===== src/rtl/pipe_hazard_ctrl.sv =====
// Pipeline sequencing controller: RAW stalls, branch flushes and data-memory
// wait freezes with timeout, plus saturating stall/flush debug counters.
module pipe_hazard_ctrl #(
  parameter int unsigned REG_W       = 4,
  parameter int unsigned CNT_W       = 16,
  parameter int unsigned MEM_TIMEOUT = 15
) (
  input  logic             clk,
  input  logic             rst,
  input  logic             id_valid,
  input  logic [REG_W-1:0] id_src1,
  input  logic [REG_W-1:0] id_src2,
  input  logic             id_two_src,
  input  logic [REG_W-1:0] exe_dest,
  input  logic             exe_wb_en,
  input  logic [REG_W-1:0] mem_dest,
  input  logic             mem_wb_en,
  input  logic             branch_taken,
  input  logic             mem_req,
  input  logic             mem_ready,
  output logic             pc_freeze,
  output logic             if_id_freeze,
  output logic             if_id_flush,
  output logic             id_exe_flush,
  output logic             pipe_freeze,
  output logic             mem_start,
  output logic             mem_timeout,
  output logic [CNT_W-1:0] stall_count,
  output logic [CNT_W-1:0] flush_count
);

  localparam int unsigned WCNT_W = $clog2(MEM_TIMEOUT + 1);
  localparam logic [WCNT_W-1:0] WCNT_LAST = WCNT_W'(MEM_TIMEOUT - 1);
  localparam logic [CNT_W-1:0]  CNT_MAX   = {CNT_W{1'b1}};

  typedef enum logic {S_IDLE, S_WAIT} mem_state_t;

  mem_state_t        state, state_nxt;
  logic [WCNT_W-1:0] wcnt, wcnt_nxt;
  logic              timeout_set;
  logic              mem_busy;
  logic              hazard;

  // RAW check against both in-flight producers; no forwarding paths exist
  always_comb begin
    hazard = id_valid &
             ((exe_wb_en & (id_src1 == exe_dest)) |
              (mem_wb_en & (id_src1 == mem_dest)) |
              (id_two_src & exe_wb_en & (id_src2 == exe_dest)) |
              (id_two_src & mem_wb_en & (id_src2 == mem_dest)));
  end

  always_ff @(posedge clk or negedge rst) begin
    if (!rst) begin
      state <= S_IDLE;
      wcnt  <= '0;
    end else begin
      state <= state_nxt;
      wcnt  <= wcnt_nxt;
    end
  end

  // Memory access sequencing; mem_start is Mealy in IDLE
  always_comb begin
    state_nxt   = state;
    wcnt_nxt    = wcnt;
    timeout_set = 1'b0;
    mem_busy    = 1'b0;
    mem_start   = 1'b0;
    unique case (state)
      S_IDLE: begin
        if (mem_req) begin
          mem_start = 1'b1;
          mem_busy  = 1'b1;
          state_nxt = S_WAIT;
          wcnt_nxt  = '0;
        end
      end
      S_WAIT: begin
        if (mem_ready) begin
          state_nxt = S_IDLE;
          wcnt_nxt  = '0;
        end else if (wcnt == WCNT_LAST) begin
          state_nxt   = S_IDLE;
          wcnt_nxt    = '0;
          timeout_set = 1'b1;
        end else begin
          mem_busy = 1'b1;
          wcnt_nxt = wcnt + WCNT_W'(1);
        end
      end
      default: begin
        state_nxt = S_IDLE;
        wcnt_nxt  = '0;
      end
    endcase
  end

  // Priority: memory freeze, then branch flush, then hazard stall
  always_comb begin
    pc_freeze    = 1'b0;
    if_id_freeze = 1'b0;
    if_id_flush  = 1'b0;
    id_exe_flush = 1'b0;
    pipe_freeze  = 1'b0;
    if (mem_busy) begin
      pc_freeze    = 1'b1;
      if_id_freeze = 1'b1;
      pipe_freeze  = 1'b1;
    end else if (branch_taken) begin
      if_id_flush  = 1'b1;
      id_exe_flush = 1'b1;
    end else if (hazard) begin
      pc_freeze    = 1'b1;
      if_id_freeze = 1'b1;
      id_exe_flush = 1'b1;
    end
  end

  always_ff @(posedge clk or negedge rst) begin
    if (!rst) begin
      mem_timeout <= 1'b0;
    end else if (timeout_set) begin
      mem_timeout <= 1'b1;
    end
  end

  always_ff @(posedge clk or negedge rst) begin
    if (!rst) begin
      stall_count <= '0;
      flush_count <= '0;
    end else begin
      if (pc_freeze && (stall_count != CNT_MAX)) begin
        stall_count <= stall_count + CNT_W'(1);
      end
      if (if_id_flush && (flush_count != CNT_MAX)) begin
        flush_count <= flush_count + CNT_W'(1);
      end
    end
  end

endmodule

===== config.mk =====
export PLATFORM = sky130hd
export DESIGN_NAME = pipe_hazard_ctrl
export DESIGN_NICKNAME = d
export VERILOG_FILES = /design/src/rtl/pipe_hazard_ctrl.sv
export SDC_FILE = /design/constraint.sdc
export NUM_CORES = 1
export LEC_CHECK = 0
export CAP_MARGIN = 15
export CORE_UTILIZATION = 45
export CTS_BUF_LIST = sky130_fd_sc_hd__clkbuf_16
export CTS_CLUSTER_DIAMETER = 150
export DETAILED_ROUTE_END_ITERATION = 10
export PLACE_DENSITY = 0.84
export RECOVER_POWER = 100
export SETUP_SLACK_MARGIN = 0.15
export SLEW_MARGIN = 0
export SYNTH_ARGS = -nofsm -noshare
export SYNTH_HDL_FRONTEND = slang
export SYNTH_SLANG_ARGS = --single-unit
export TNS_END_PERCENT = 30

===== constraint.sdc =====
create_clock -name clk -period 5.7 [get_ports clk]
set_input_delay 0.855 -clock clk [delete_from_list [all_inputs] [get_ports clk]]
set_output_delay 0.855 -clock clk [all_outputs]
set_load 0.02 [all_outputs]

# Word-level counts from Yosys, hierarchy flattened
# Cells that the tools add are included.
[totals]
input_bits = 25
register_bits = 38
[op_classes]
muxes = 20
n_eq_ne = 8
n_reduce_logical = 2
addsub = 3
bitwise = 11
[op_table]
columns = ["op", "count"]
rows = [
  ["$add 16x1->16 const B", 2],
  ["$ne 16x16->1 const B", 2],
  ["$eq 4x4->1", 4],
  ["$mux 1", 15],
  ["$mux 4", 3],
  ["$pmux 4 s2", 1],
  ["$and 1x1->1", 7],
  ["$add 4x1->4 const B", 1],
  ["$eq 4x4->1 const B", 1],
  ["$or 1x1->1", 3],
  ["$logic_and 1x1->1", 2],
  ["$ne 2x2->1 const B", 1],
  ["$pmux 1 s2", 1],
  ["$not 1->1", 1],
]

# Logic depth before layout (Yosys ltp)
# Gate-level depths: netlist of the first run.
[depth]
depth_word = 10
depth_mapped = 10
mapped_depth_nobuf = 10

# Worst setup path after synthesis of the first run
# OpenSTA, ideal clock, no wires.
[synth_path]
kind = "input-to-output"
start = "input port id_src2[2]"
end = "output port pc_freeze"
path_stages = 7
required_ps = 4845
t_arrival_ps = 2162
path_slack_ps = 2683
path_cell_list = "xnor2_1 > nand3_1 > nor4_1 > or4_4 > a21oi_4 > inv_2 > buf_4"
[synth_via]
elab_chain_cells = 8
elab_cells_between_ends = 10
classes_between = "eq/ne (2); mux (3); bitwise (5)"
[synth_rtl]
columns = ["element", "line", "rtl"]
rows = [
  ["from (decl)", "12", "input logic [REG_W-1:0] id_src2,"],
  ["$eq 4x4->1", "49", "(id_two_src & exe_wb_en & (id_src2 == exe_dest)) |"],
  ["$and 1x1->1", "49", ""],
  ["$or 1x1->1", "48", "(mem_wb_en & (id_src1 == mem_dest)) |"],
  ["$or 1x1->1 *", "49", ""],
  ["$and 1x1->1 *", "46", "hazard = id_valid &"],
  ["$mux 1 * (3 in series)", "n/a", ""],
  ["to (decl)", "21", "output logic pc_freeze,"],
]
# Mark *: on every way between the ends. The rest lies on a longest branch, timed or not.

# Worst setup path in the final report of the first run
[layout_path]
start = "input port id_src2[3]"
end = "output port pc_freeze"
[layout_via]
elab_chain_cells = 8
elab_cells_between_ends = 10
classes_between = "eq/ne (2); mux (3); bitwise (5)"
[layout_rtl]
columns = ["element", "line", "rtl"]
rows = [
  ["$eq 4x4->1", "49", ""],
  ["$and 1x1->1", "49", ""],
  ["$or 1x1->1", "48", ""],
  ["$or 1x1->1 *", "49", ""],
  ["$and 1x1->1 *", "46", ""],
  ["$mux 1 *", "113", "end else if (hazard) begin"],
  ["$mux 1 *", "110", "end else if (branch_taken) begin"],
  ["$mux 1 *", "106", "if (mem_busy) begin"],
]
# Marked as above.

==> metrics.yaml, run 1 <==
routing:
  detail-route-antenna-nets: 0
  drt-total-wl_um: 4300
  firstDrtPassIters: 5
  drcViolationCount: 0
  vias: 1665
  drt_iter0_drc: 97
  wl_per_cell_um: 13.4
  routed_via_density: 5.20
sta:
  min_period_ns: 4.65
  rsz0062_at_grt: "false"
  tns_ns: 0
  min_period_over_period_pct: 81.6
  max_slew_margin_pct: -32.0
  hold_viol: 0
  drv_slew: 39
  tightest_slew_ns: 1.98
  setup_viol: 0
  fmax_ghz: 0.215
  fin_ws_ns: 1.05
  skew_ns: 0.00302
global_route:
  grtUsageTotal_pct: 19.2
  grt_max_degree: 39
  overflow: 0
  grt_pass1_wl_um: 7270
  grt_pass1_vias: 1608
  antenna_found_initial: 0
die:
  core-area_sq_mm: 0.00435
  rows: 24
  design.die.area_sq_mm: 0.00479
  die_w_um: 69.2
  ios: 64
  initial_utilization_pct: 46.7
  die_h_um: 69.2
clocking:
  numCtsBuffers: 5
  clock_sinks: 38
  cts.path.max_buffers: 2
  clk_pin_slew_ns: 0.05
  cts_tree: "yes"
  htreeDepth: 2
  postCtsHoldBufs: 0
  clk_latency_ns: 0.28
  post_cts.repair.setup_buffers: 0
  cts_root_buffer: "clkbuf_16"
  ctsResizeCount: 0
worst_setup_path:
  crit_end: "pc_freeze"
  reg2regPathDepth: 7
  end_kind: "primary output"
  regToRegStartpoint: "flush_count[7]$_DFFE_PN0P_"
  reg2reg_to: "flush_count[9]$_DFFE_PN0P_"
  arrival_ns: 3.79
  r2r_slack_ns: 2.88
  cp-startpoint: "id_src2[3]"
  crit_fanout: 9
  crit_required_ns: 4.85
  cp-start-kind: "primary input"
  crit_type: "in2out"
synth:
  syn-num-nets: 228
  netlist_area_sq_mm: 0.00203
  syn_area_per_cell_sq_um: 10.2
  synth_flop_cell: "dfrtp_1"
  synth_cell_types: 37
  yosys_warnings: 0
  seq_area_frac_synth_pct: 46.8
  synth_enable_flop_cells: 0
  synth_cells: 199
  ys_ff_latch: 38
  async_reset_ff_share_pct: 100
placement:
  hpwl_um: 3260
  dp_slack_ns: 1.74
  portBuffers: 63
  place_congestion: 0.780
finish:
  multi_input_comb_area_sq_um: 980
  n_antenna_cell: 0
  regArea_sq_um: 951
  syn_to_final_growth_pct: 37.6
  nFillCells: 334
  num-nets-final: 296
  drive_gt1_share_pct: 4.10
pwr:
  p_leak_nw: 1.25
  power_w: 0.000982
  p_per_area_mw_per_mm2: 351
  peakVddDrop_mv: 0.168
run:
  maxCapViolCount: 1
run_status:
  violations: "capacitance limit, slew limit"
  outcome: "finished with violations"
hold_path:
  hp-class: "reg2reg"
[metrics by stage]
| stage | instances | hold WS, ns | util, % | area, sq um |
|---|---|---|---|---|
| after floorplan | 199 | 0.491 | - | 2030 |
| after global placement | 312 | 0.462 | 62.2 | 2710 |
| after detailed placement | 312 | 0.473 | 62.2 | 2710 |
| after CTS | 320 | 0.489 | 65.4 | 2850 |
| after global routing | 320 | 0.512 | 64.2 | 2800 |
| final | 320 | 0.487 | 64.2 | 2800 |
[critical path: stages]
cell           delay, ns
dlygate4sd3_1       0.58
xor2_1              0.17
nor4_1              0.07
or4_1               0.58
a21oi_1             0.58
clkinv_1            0.24
dlygate4sd3_1       0.72
[power by group]
group          internal, W  switching (W)  leakage, nW
combinational     0.000150       0.000170        0.707
sequential        0.000329      0.0000734        0.472
clock             0.000158       0.000103       0.0724
total             0.000636       0.000346         1.25
[layout by cell type, fill, tap and decap left out, drive strengths merged, types with 9 or more instances in the layout]
master	n
xor2	28
clkdlybuf4s50	21
nand3	9
inv	10
xnor2	16
nand4	10
nand2	22
dfrtp	38
nor2	17
dlygate4sd3	41
[layout make-up]
cell class	instances	area share, %
Tap cell	52	2.33
Inverter	10	1.34
Clock buffer	5	4.48
Multi-Input combinational cell	149	35.0
Timing Repair Buffer	63	22.3
Clock inverter	3	0.448
Sequential cell	38	34.0
[Yosys cell counts, types with 5 or more instances]
| cell type | number | area share, % |
|---|---|---|
| nor3_1 | 5 | 1.2 |
| nand4_1 | 10 | 3.1 |
| inv_1 | 8 | 1.5 |
| nor4_1 | 5 | 1.5 |
| nor2_1 | 16 | 3.0 |
| nand3_1 | 9 | 2.2 |
| xnor2_1 | 16 | 6.9 |
| xor2_1 | 28 | 12 |
| o21ai_0 | 5 | 1.2 |
| nand2_1 | 22 | 4.1 |
| dfrtp_1 | 38 | 47 |
[worst min path at each step]
stage | startpoint | cells after the start | end
after floorplan | wcnt[3]$_DFFE_PN0P_ | 2 | wcnt[3]$_DFFE_PN0P_
after global placement | mem_timeout$_DFFE_PN0P_ | 1 | mem_timeout$_DFFE_PN0P_
after detailed placement | mem_timeout$_DFFE_PN0P_ | 1 | mem_timeout$_DFFE_PN0P_
after CTS | mem_timeout$_DFFE_PN0P_ | 1 | mem_timeout$_DFFE_PN0P_
after global routing | mem_timeout$_DFFE_PN0P_ | 1 | mem_timeout$_DFFE_PN0P_
final | mem_timeout$_DFFE_PN0P_ | 1 | mem_timeout$_DFFE_PN0P_
[state kept, by name, summed over array words and instances (netlist names)]
| register | cells |
|---|---|
| flush_count | 16 |
| mem_timeout | 1 |
| stall_count | 16 |
| state | 1 |
| wcnt | 4 |
[metal layers]
metal	GRT usage (%)	up-vias	part of all wire, %
met4	8.16	0	2.0
li1	-	819	-
met3	5.96	8	5.4
met2	31.3	46	49
met5	0	-	0
met1	23.6	792	44
[kinds of logic after synthesis]
| logic type | Yosys count | synth area share (%) |
|---|---|---|
| multiplexers | 1 | 0.554 |
| AND/OR/NAND/NOR | 85 | 21.9 |
| adder cells (fa/ha/maj) | 4 | 2.46 |
| XOR/XNOR | 44 | 19.0 |
| flip-flops | 38 | 46.8 |
| buffers and inverters | 12 | 2.46 |
| AO/OA/AOI/OAI | 15 | 6.84 |
Note: power is estimated with default switching activity, not from simulation.
==> inputs of run 2 (changes only) <==
--- a/config.mk
+++ b/config.mk
@@ -6,11 +6,11 @@
 export NUM_CORES = 1
 export LEC_CHECK = 0
 export CAP_MARGIN = 15
-export CORE_UTILIZATION = 45
+export CORE_UTILIZATION = 42
 export CTS_BUF_LIST = sky130_fd_sc_hd__clkbuf_16
 export CTS_CLUSTER_DIAMETER = 150
 export DETAILED_ROUTE_END_ITERATION = 10
-export PLACE_DENSITY = 0.84
+export PLACE_DENSITY = 0.82
 export RECOVER_POWER = 100
 export SETUP_SLACK_MARGIN = 0.15
 export SLEW_MARGIN = 0
==> constraint.sdc (replaced) <==
create_clock -name clk -period 3.98 [get_ports clk]
set_input_delay 0.597 -clock clk [delete_from_list [all_inputs] [get_ports clk]]
set_output_delay 0.597 -clock clk [all_outputs]
set_load 0.02 [all_outputs]
==> run 2 against run 1 <==
  * The flow still finishes with violations (capacitance limit, slew limit)
  * Via count shrank 2.1%
  * First-iteration DRC count shrank 6.2%
  * Largest cell class unchanged
  * Critical path depth is the same
  * Critical endpoint unchanged
  * Count of clock-buffer cells in the layout is the same
  * Clock power grew 42%
  * Register-to-register slack lost 1.7 ns
  * Largest power group unchanged
  * Non-clock buffer count is the same
  * Global-route usage shrank 1.9 points
==> metrics.yaml, run 2 (synthesized netlist as in run 1, its figures left out) <==
die:
  rows: 24  # unchanged
  die_h_um: 71.6  # was 69.2 um
  initial_utilization_pct: 45.1  # was 46.7%
  die_w_um: 71.6  # was 69.2 um
  design.die.area_sq_mm: 0.00512  # was 0.00479 sq mm
  ios: 64  # unchanged
  core-area_sq_mm: 0.00450  # was 0.00435 sq mm
placement:
  hpwl_um: 3290  # was 3260 um
  place_congestion: 0.784  # was 0.780
  portBuffers: 63  # unchanged
worst_setup_path:
  arrival_ns: 2.98  # was 3.79 ns
  crit_required_ns: 3.38  # was 4.85 ns
  r2r_slack_ns: 1.23  # was 2.88 ns
  cp-start-kind: "primary input"  # unchanged
  cp_num_buf_inv: 3  # unchanged
  max_stage_delay_ns: 0.63  # was 0.72 ns
  cp_slowest_cell: "or4_1"  # was dlygate4sd3_1
  crit_fanout: 9  # unchanged
  crit_end: "pc_freeze"  # unchanged
  path_delay_family: "buffers and inverters"  # unchanged
  reg2regPathDepth: 7  # unchanged
  end_kind: "primary output"  # unchanged
  crit_type: "in2out"  # unchanged
  cp-startpoint: "mem_dest[3]"  # was id_src2[3]
  cp.depth: 7  # unchanged
  regToRegStartpoint: "flush_count[7]$_DFFE_PN0P_"  # unchanged
  crit_chain: "dlygate4sd3_1 > xor2_1 > nor4_1 > or4_1 > a21oi_4 > inv_1 > clkdlybuf4s50_1"  # was dlygate4sd3_1 > xor2_1 > nor4_1 > or4_1 > a21oi_1 > clkinv_1 > dlygate4sd3_1
  reg2reg_to: "flush_count[13]$_DFFE_PN0P_"  # was flush_count[9]$_DFFE_PN0P_
sta:
  tns_ns: 0  # unchanged
  drv_slew: 39  # unchanged
  tightest_slew_ns: 1.99  # was 1.98 ns
  max_slew_margin_pct: -32.3  # was -32.0%
  fmax_ghz: 0.279
  hold_viol: 0  # unchanged
  min_period_over_period_pct: 90.0
  skew_ns: 0.00257  # was 0.00302 ns
  hold_ws_ns: 0.472  # was 0.487 ns
  min_period_ns: 3.58
  rsz0062_at_grt: "false"  # unchanged
  setup_viol: 0  # unchanged
clocking:
  post_cts.repair.setup_buffers: 0  # unchanged
  cts_tree: "yes"  # unchanged
  postCtsHoldBufs: 0  # unchanged
  htreeDepth: 2  # unchanged
  numCtsBuffers: 5  # unchanged
  ctsResizeCount: 0  # unchanged
  cts.path.max_buffers: 2  # unchanged
  cts_root_buffer: "clkbuf_16"  # unchanged
  clock_sinks: 38  # unchanged
  clk_latency_ns: 0.27  # was 0.28 ns
  clk_pin_slew_ns: 0.05  # about the same
global_route:
  overflow: 0  # unchanged
  grt_pass1_wl_um: 6960  # was 7270 um
  antenna_found_initial: 0  # unchanged
  grtUsageTotal_pct: 17.3  # was 19.2%
  grt_pass1_vias: 1540  # was 1,608
  grt_max_degree: 39  # unchanged
routing:
  detail-route-antenna-nets: 0  # unchanged
  wl_per_cell_um: 13.3  # was 13.4 um
  drt-total-wl_um: 4260  # was 4300 um
  drcViolationCount: 0  # unchanged
  firstDrtPassIters: 4  # was 5
  vias: 1630  # was 1,665
  drt_iter0_drc: 91  # was 97
  routed_via_density: 5.09  # was 5.20
pwr:
  p_leak_nw: 1.26  # was 1.25 nW
  p_per_area_mw_per_mm2: 502  # was 351 mW/mm^2
  peakVddDrop_mv: 0.256  # was 0.168 mV
finish:
  num-nets-final: 296  # unchanged
  layout_common_cells: "dlygate4sd3_1 (39), dfrtp_1 (38), xor2_1 (28)"  # was dlygate4sd3_1 (41), dfrtp_1 (38), xor2_1 (28)
  n_antenna_cell: 0  # unchanged
  drive_gt1_share_pct: 4.48  # was 4.10%
  largestRegisters: "flush_count: 16 flops, stall_count: 16 flops, wcnt: 4 flops"  # unchanged
  syn_to_final_growth_pct: 38.1  # was 37.6%
  final_common_cell: "dlygate4sd3_1"  # unchanged
hold_path:
  hp-class: "reg2reg"  # unchanged
run:
  maxCapViolCount: 1  # unchanged
run_status:
  outcome: "finished with violations"  # unchanged
  violations: "capacitance limit, slew limit"  # unchanged
[run 2: cell types whose count changed in the layout (fill, tap and decap cells not counted), sizes merged]
cell           previous run  this run
clkdlybuf4s50            21        23
dlygate4sd3              41        39
inv                      10        11
clkinv                    3         2
[run 2: final cells by class]
cell class,count,area [sq um]
clock inverter,3,12.5
inverter,10,37.5
timing repair buffer,63,624
sequential,38,951
clock buffer,5,125
multi-input combinational,149,991
fill,404,1700
tap,52,65.1
[run 2: stage by stage]
| step | cells | util [%] | cell area (sq um) | total power (W) | setup WS, ns |
|---|---|---|---|---|---|
| 2_1_floorplan | 199 | - | 2030 | 0.000833 | 1.48 |
| 3_3_place_gp | 312 | 60.2 | 2710 | 0.00107 | 0.573 |
| 3_5_place_dp | 312 | 60.2 | 2710 | 0.00109 | 0.543 |
| 4_1_cts | 320 | 63.2 | 2850 | 0.00147 | 0.538 |
| 5_1_grt | 320 | 62.3 | 2810 | 0.00149 | 0.254 |
| 6_report | 320 | 62.3 | 2810 | 0.00141 | 0.399 |
[run 2: report_power, final]
part	switching (W)	internal [W]
Combinational	0.000245	0.000218
Sequential	0.000105	0.000471
Clock	0.000144	0.000226
[run 2: metal layers]
metal | vias up | routed length, um | track usage, %
met2 | 63 | 2020 | 29.0
met4 | 0 | 27 | 3.27
li1 | 816 | - | -
met5 | - | 0 | 0
met1 | 747 | 1900 | 22.6
met3 | 4 | 306 | 5.20
[run 2: worst min-delay path by stage]
stage               slack, ns                    start  cells past startpoint                         end
floorplan                0.30                      rst                      0  flush_count[0]$_DFFE_PN0P_
global placement         0.46  mem_timeout$_DFFE_PN0P_                      1     mem_timeout$_DFFE_PN0P_
detailed placement       0.46  mem_timeout$_DFFE_PN0P_                      1     mem_timeout$_DFFE_PN0P_
CTS                      0.46                      rst                      1         wcnt[3]$_DFFE_PN0P_
global route             0.48  mem_timeout$_DFFE_PN0P_                      1     mem_timeout$_DFFE_PN0P_
finish                   0.47  mem_timeout$_DFFE_PN0P_                      1     mem_timeout$_DFFE_PN0P_
==> inputs of run 3 (changes only) <==
--- a/config.mk
+++ b/config.mk
@@ -7,9 +7,10 @@
 export LEC_CHECK = 0
 export CAP_MARGIN = 15
 export CORE_UTILIZATION = 42
-export CTS_BUF_LIST = sky130_fd_sc_hd__clkbuf_16
+export CTS_BUF_LIST = sky130_fd_sc_hd__clkbuf_8 sky130_fd_sc_hd__clkbuf_16
 export CTS_CLUSTER_DIAMETER = 150
 export DETAILED_ROUTE_END_ITERATION = 10
+export GPL_TIMING_DRIVEN = 0
 export PLACE_DENSITY = 0.82
 export RECOVER_POWER = 100
 export SETUP_SLACK_MARGIN = 0.15
==> run 3 against run 2 <==
  * The flow still finishes with violations (capacitance limit, slew limit)
  * Die area stayed put
  * Sequential share of layout area is 0.11 points lower
  * Largest power group unchanged
  * First-iteration DRC count down 48%
  * Via count is 3.0% higher
  * Non-clock buffer count rose by 2
  * Clock skew is 0.0088 ns higher
  * Core utilization rose by 0.19 points
  * Final cell count increased by 0.63%
  * Count of clock-buffer cells in the layout is the same
  * Worst hold slack improved by 0.0092 ns
  * Global-route usage rose by 0.62 points
==> metrics.yaml, run 3 (synthesized netlist as in run 1, its figures left out) <==
clocking:
  htreeDepth: 2  # unchanged
  postCtsHoldBufs: 0  # unchanged
  clk_pin_slew_ns: 0.08  # was 0.05 ns
  ctsResizeCount: 0  # unchanged
  numCtsBuffers: 5  # unchanged
  clock_sinks: 38  # unchanged
  cts.path.max_buffers: 2  # unchanged
  clk_latency_ns: 0.29  # was 0.27 ns
  cts_root_buffer: "clkbuf_8"  # was clkbuf_16
  post_cts.repair.setup_buffers: 0  # unchanged
  cts_tree: "yes"  # unchanged
pwr:
  p_seq_share_pct: 40.3  # was 40.9%
  p_leak_nw: 1.26  # about the same
  p_comb_share_pct: 32.4  # was 32.9%
  internal_power_w: 0.000939  # was 0.000915 W
  p_per_area_mw_per_mm2: 506  # was 502 mW/mm^2
  clockPowerShare_pct: 27.3  # was 26.3%
  swShare_pct: 34.0  # was 35.0%
  peakVddDrop_mv: 0.222  # was 0.256 mV
  p_switching_w: 0.000484  # was 0.000494 W
routing:
  drt-total-wl_um: 4130  # was 4260 um
  routed_via_density: 5.21  # was 5.09
  wl_per_cell_um: 12.8  # was 13.3 um
  firstDrtPassIters: 4  # unchanged
  detail-route-antenna-nets: 0  # unchanged
  drt_iter0_drc: 47  # was 91
  vias: 1679  # was 1,630
  drcViolationCount: 0  # unchanged
placement:
  portBuffers: 63  # unchanged
  place_congestion: 0.750  # was 0.784
  dpl.cell_count: 314  # was 312
  hpwl_um: 3260  # was 3290 um
global_route:
  overflow: 0  # unchanged
  grtUsageTotal_pct: 18.0  # was 17.3%
  grt_pass1_wl_um: 7250  # was 6960 um
  grt_max_degree: 39  # unchanged
  grt_pass1_vias: 1638  # was 1,540
  antenna_found_initial: 0  # unchanged
sta:
  max_slew_margin_pct: -32.3  # about the same
  min_period_over_period_pct: 92.6  # was 90.0%
  min_period_ns: 3.68  # was 3.58 ns
  skew_ns: 0.0113  # was 0.00257 ns
  hold_viol: 0  # unchanged
  tightest_slew_ns: 1.98  # was 1.99 ns
  setup_viol: 0  # unchanged
  hold_ws_ns: 0.482  # was 0.472 ns
  tns_ns: 0  # unchanged
  fmax_ghz: 0.271  # was 0.279 GHz
  drv_slew: 39  # unchanged
  rsz0062_at_grt: "false"  # unchanged
worst_setup_path:
  crit_fanout: 9  # unchanged
  cp_num_buf_inv: 4  # was 3
  arrival_ns: 3.09  # was 2.98 ns
  crit_chain: "dlygate4sd3_1 > xor2_1 > nor4_1 > or4_4 > a21oi_4 > inv_1 > buf_4 > clkdlybuf4s50_1"  # was dlygate4sd3_1 > xor2_1 > nor4_1 > or4_1 > a21oi_4 > inv_1 > clkdlybuf4s50_1
  crit_type: "in2out"  # unchanged
  path_delay_family: "buffers and inverters"  # unchanged
  max_stage_delay_ns: 0.59  # was 0.63 ns
  cp_slowest_cell: "dlygate4sd3_1"  # was or4_1
  end_kind: "primary output"  # unchanged
  cp-start-kind: "primary input"  # unchanged
  r2r_slack_ns: 1.16  # was 1.23 ns
  crit_required_ns: 3.38  # about the same
finish:
  layout_common_cells: "dlygate4sd3_1 (40), dfrtp_1 (38), xor2_1 (28)"  # was dlygate4sd3_1 (39), dfrtp_1 (38), xor2_1 (28)
  drive_gt1_share_pct: 5.56  # was 4.48%
  n_antenna_cell: 0  # unchanged
  final_common_cell: "dlygate4sd3_1"  # unchanged
  nFillCells: 392  # was 404
  syn_to_final_growth_pct: 38.5  # was 38.1%
  largestRegisters: "flush_count: 16 flops, stall_count: 16 flops, wcnt: 4 flops"  # unchanged
  utilization_pct: 62.5  # was 62.3%
  final_cells: 322  # was 320
  num-nets-final: 298  # was 296
die:
  die_w_um: 71.6  # unchanged
  initial_utilization_pct: 45.1  # unchanged
  ios: 64  # unchanged
  design.die.area_sq_mm: 0.00512  # unchanged
  core-area_sq_mm: 0.00450  # unchanged
  die_h_um: 71.6  # unchanged
  rows: 24  # unchanged
hold_path:
  hp-class: "reg2reg"  # unchanged
run:
  maxCapViolCount: 1  # unchanged
run_status:
  outcome: "finished with violations"  # unchanged
  violations: "capacitance limit, slew limit"  # unchanged
run 3: worst register-to-register path, delay by kind of cell (launching register included):
family / cells / cell delay, ns
xor gates and xnor gates: 1 / 0.14
buffers and inverters: 1 / 0.22
DFF: 1 / 0.45
and+or+nand+nor: 5 / 0.85
AOI/OAI and AO/OA: 1 / 1.05
run 3: per-stage QoR:
stage / area (sq um) / power (W) / worst slack, ns
5_1_grt: 2820 / 0.00151 / 0.182
4_1_cts: 2860 / 0.00148 / 0.377
6_report: 2820 / 0.00142 / 0.296
3_5_place_dp: 2720 / 0.00109 / 0.380
2_1_floorplan: 2030 / 0.000833 / 1.48
3_3_place_gp: 2730 / 0.00108 / 0.401
run 3: final cells by class:
cell class | count | area [sq um] | share of cell area (%)
Clock buffer | 5 | 68.8 | 2.44
Multi-Input combinational cell | 149 | 988 | 35.1
Tap cell | 52 | 65.1 | 2.31
Sequential cell | 38 | 951 | 33.8
Clock inverter | 3 | 68.8 | 2.44
Buffer | 2 | 11.3 | 0.400
Timing Repair Buffer | 63 | 624 | 22.2
Inverter | 10 | 37.5 | 1.33
run 3: metal layers:
metal,part of all wire (%),global-route usage (%)
met2,47,30.8
met3,7.4,5.49
met5,0,0
met4,1.1,4.58
met1,44,22.2
run 3: final timing paths:
kind                                       startpoint                           to  cells after the start
setup / recovery                           id_src2[3]                    pc_freeze                      8
setup reg to reg           flush_count[7]$_DFFE_PN0P_  flush_count[13]$_DFFE_PN0P_                      8
min in group asynchronous                         rst          wcnt[2]$_DFFE_PN0P_                      1
max in group asynchronous                         rst   stall_count[1]$_DFFE_PN0P_                      1
hold / removal                mem_timeout$_DFFE_PN0P_      mem_timeout$_DFFE_PN0P_                      1
hold reg to reg               mem_timeout$_DFFE_PN0P_      mem_timeout$_DFFE_PN0P_                      1
run 3: power groups by stage:
stage	clock (W)	combinational, W	sequential (W)
after floorplan	0	0.000169	0.000664
after global placement	0	0.000494	0.000583
after detailed placement	0	0.000505	0.000586
after CTS	0.000396	0.000506	0.000579
after global routing	0.000417	0.000502	0.000592
final	0.000388	0.000461	0.000574
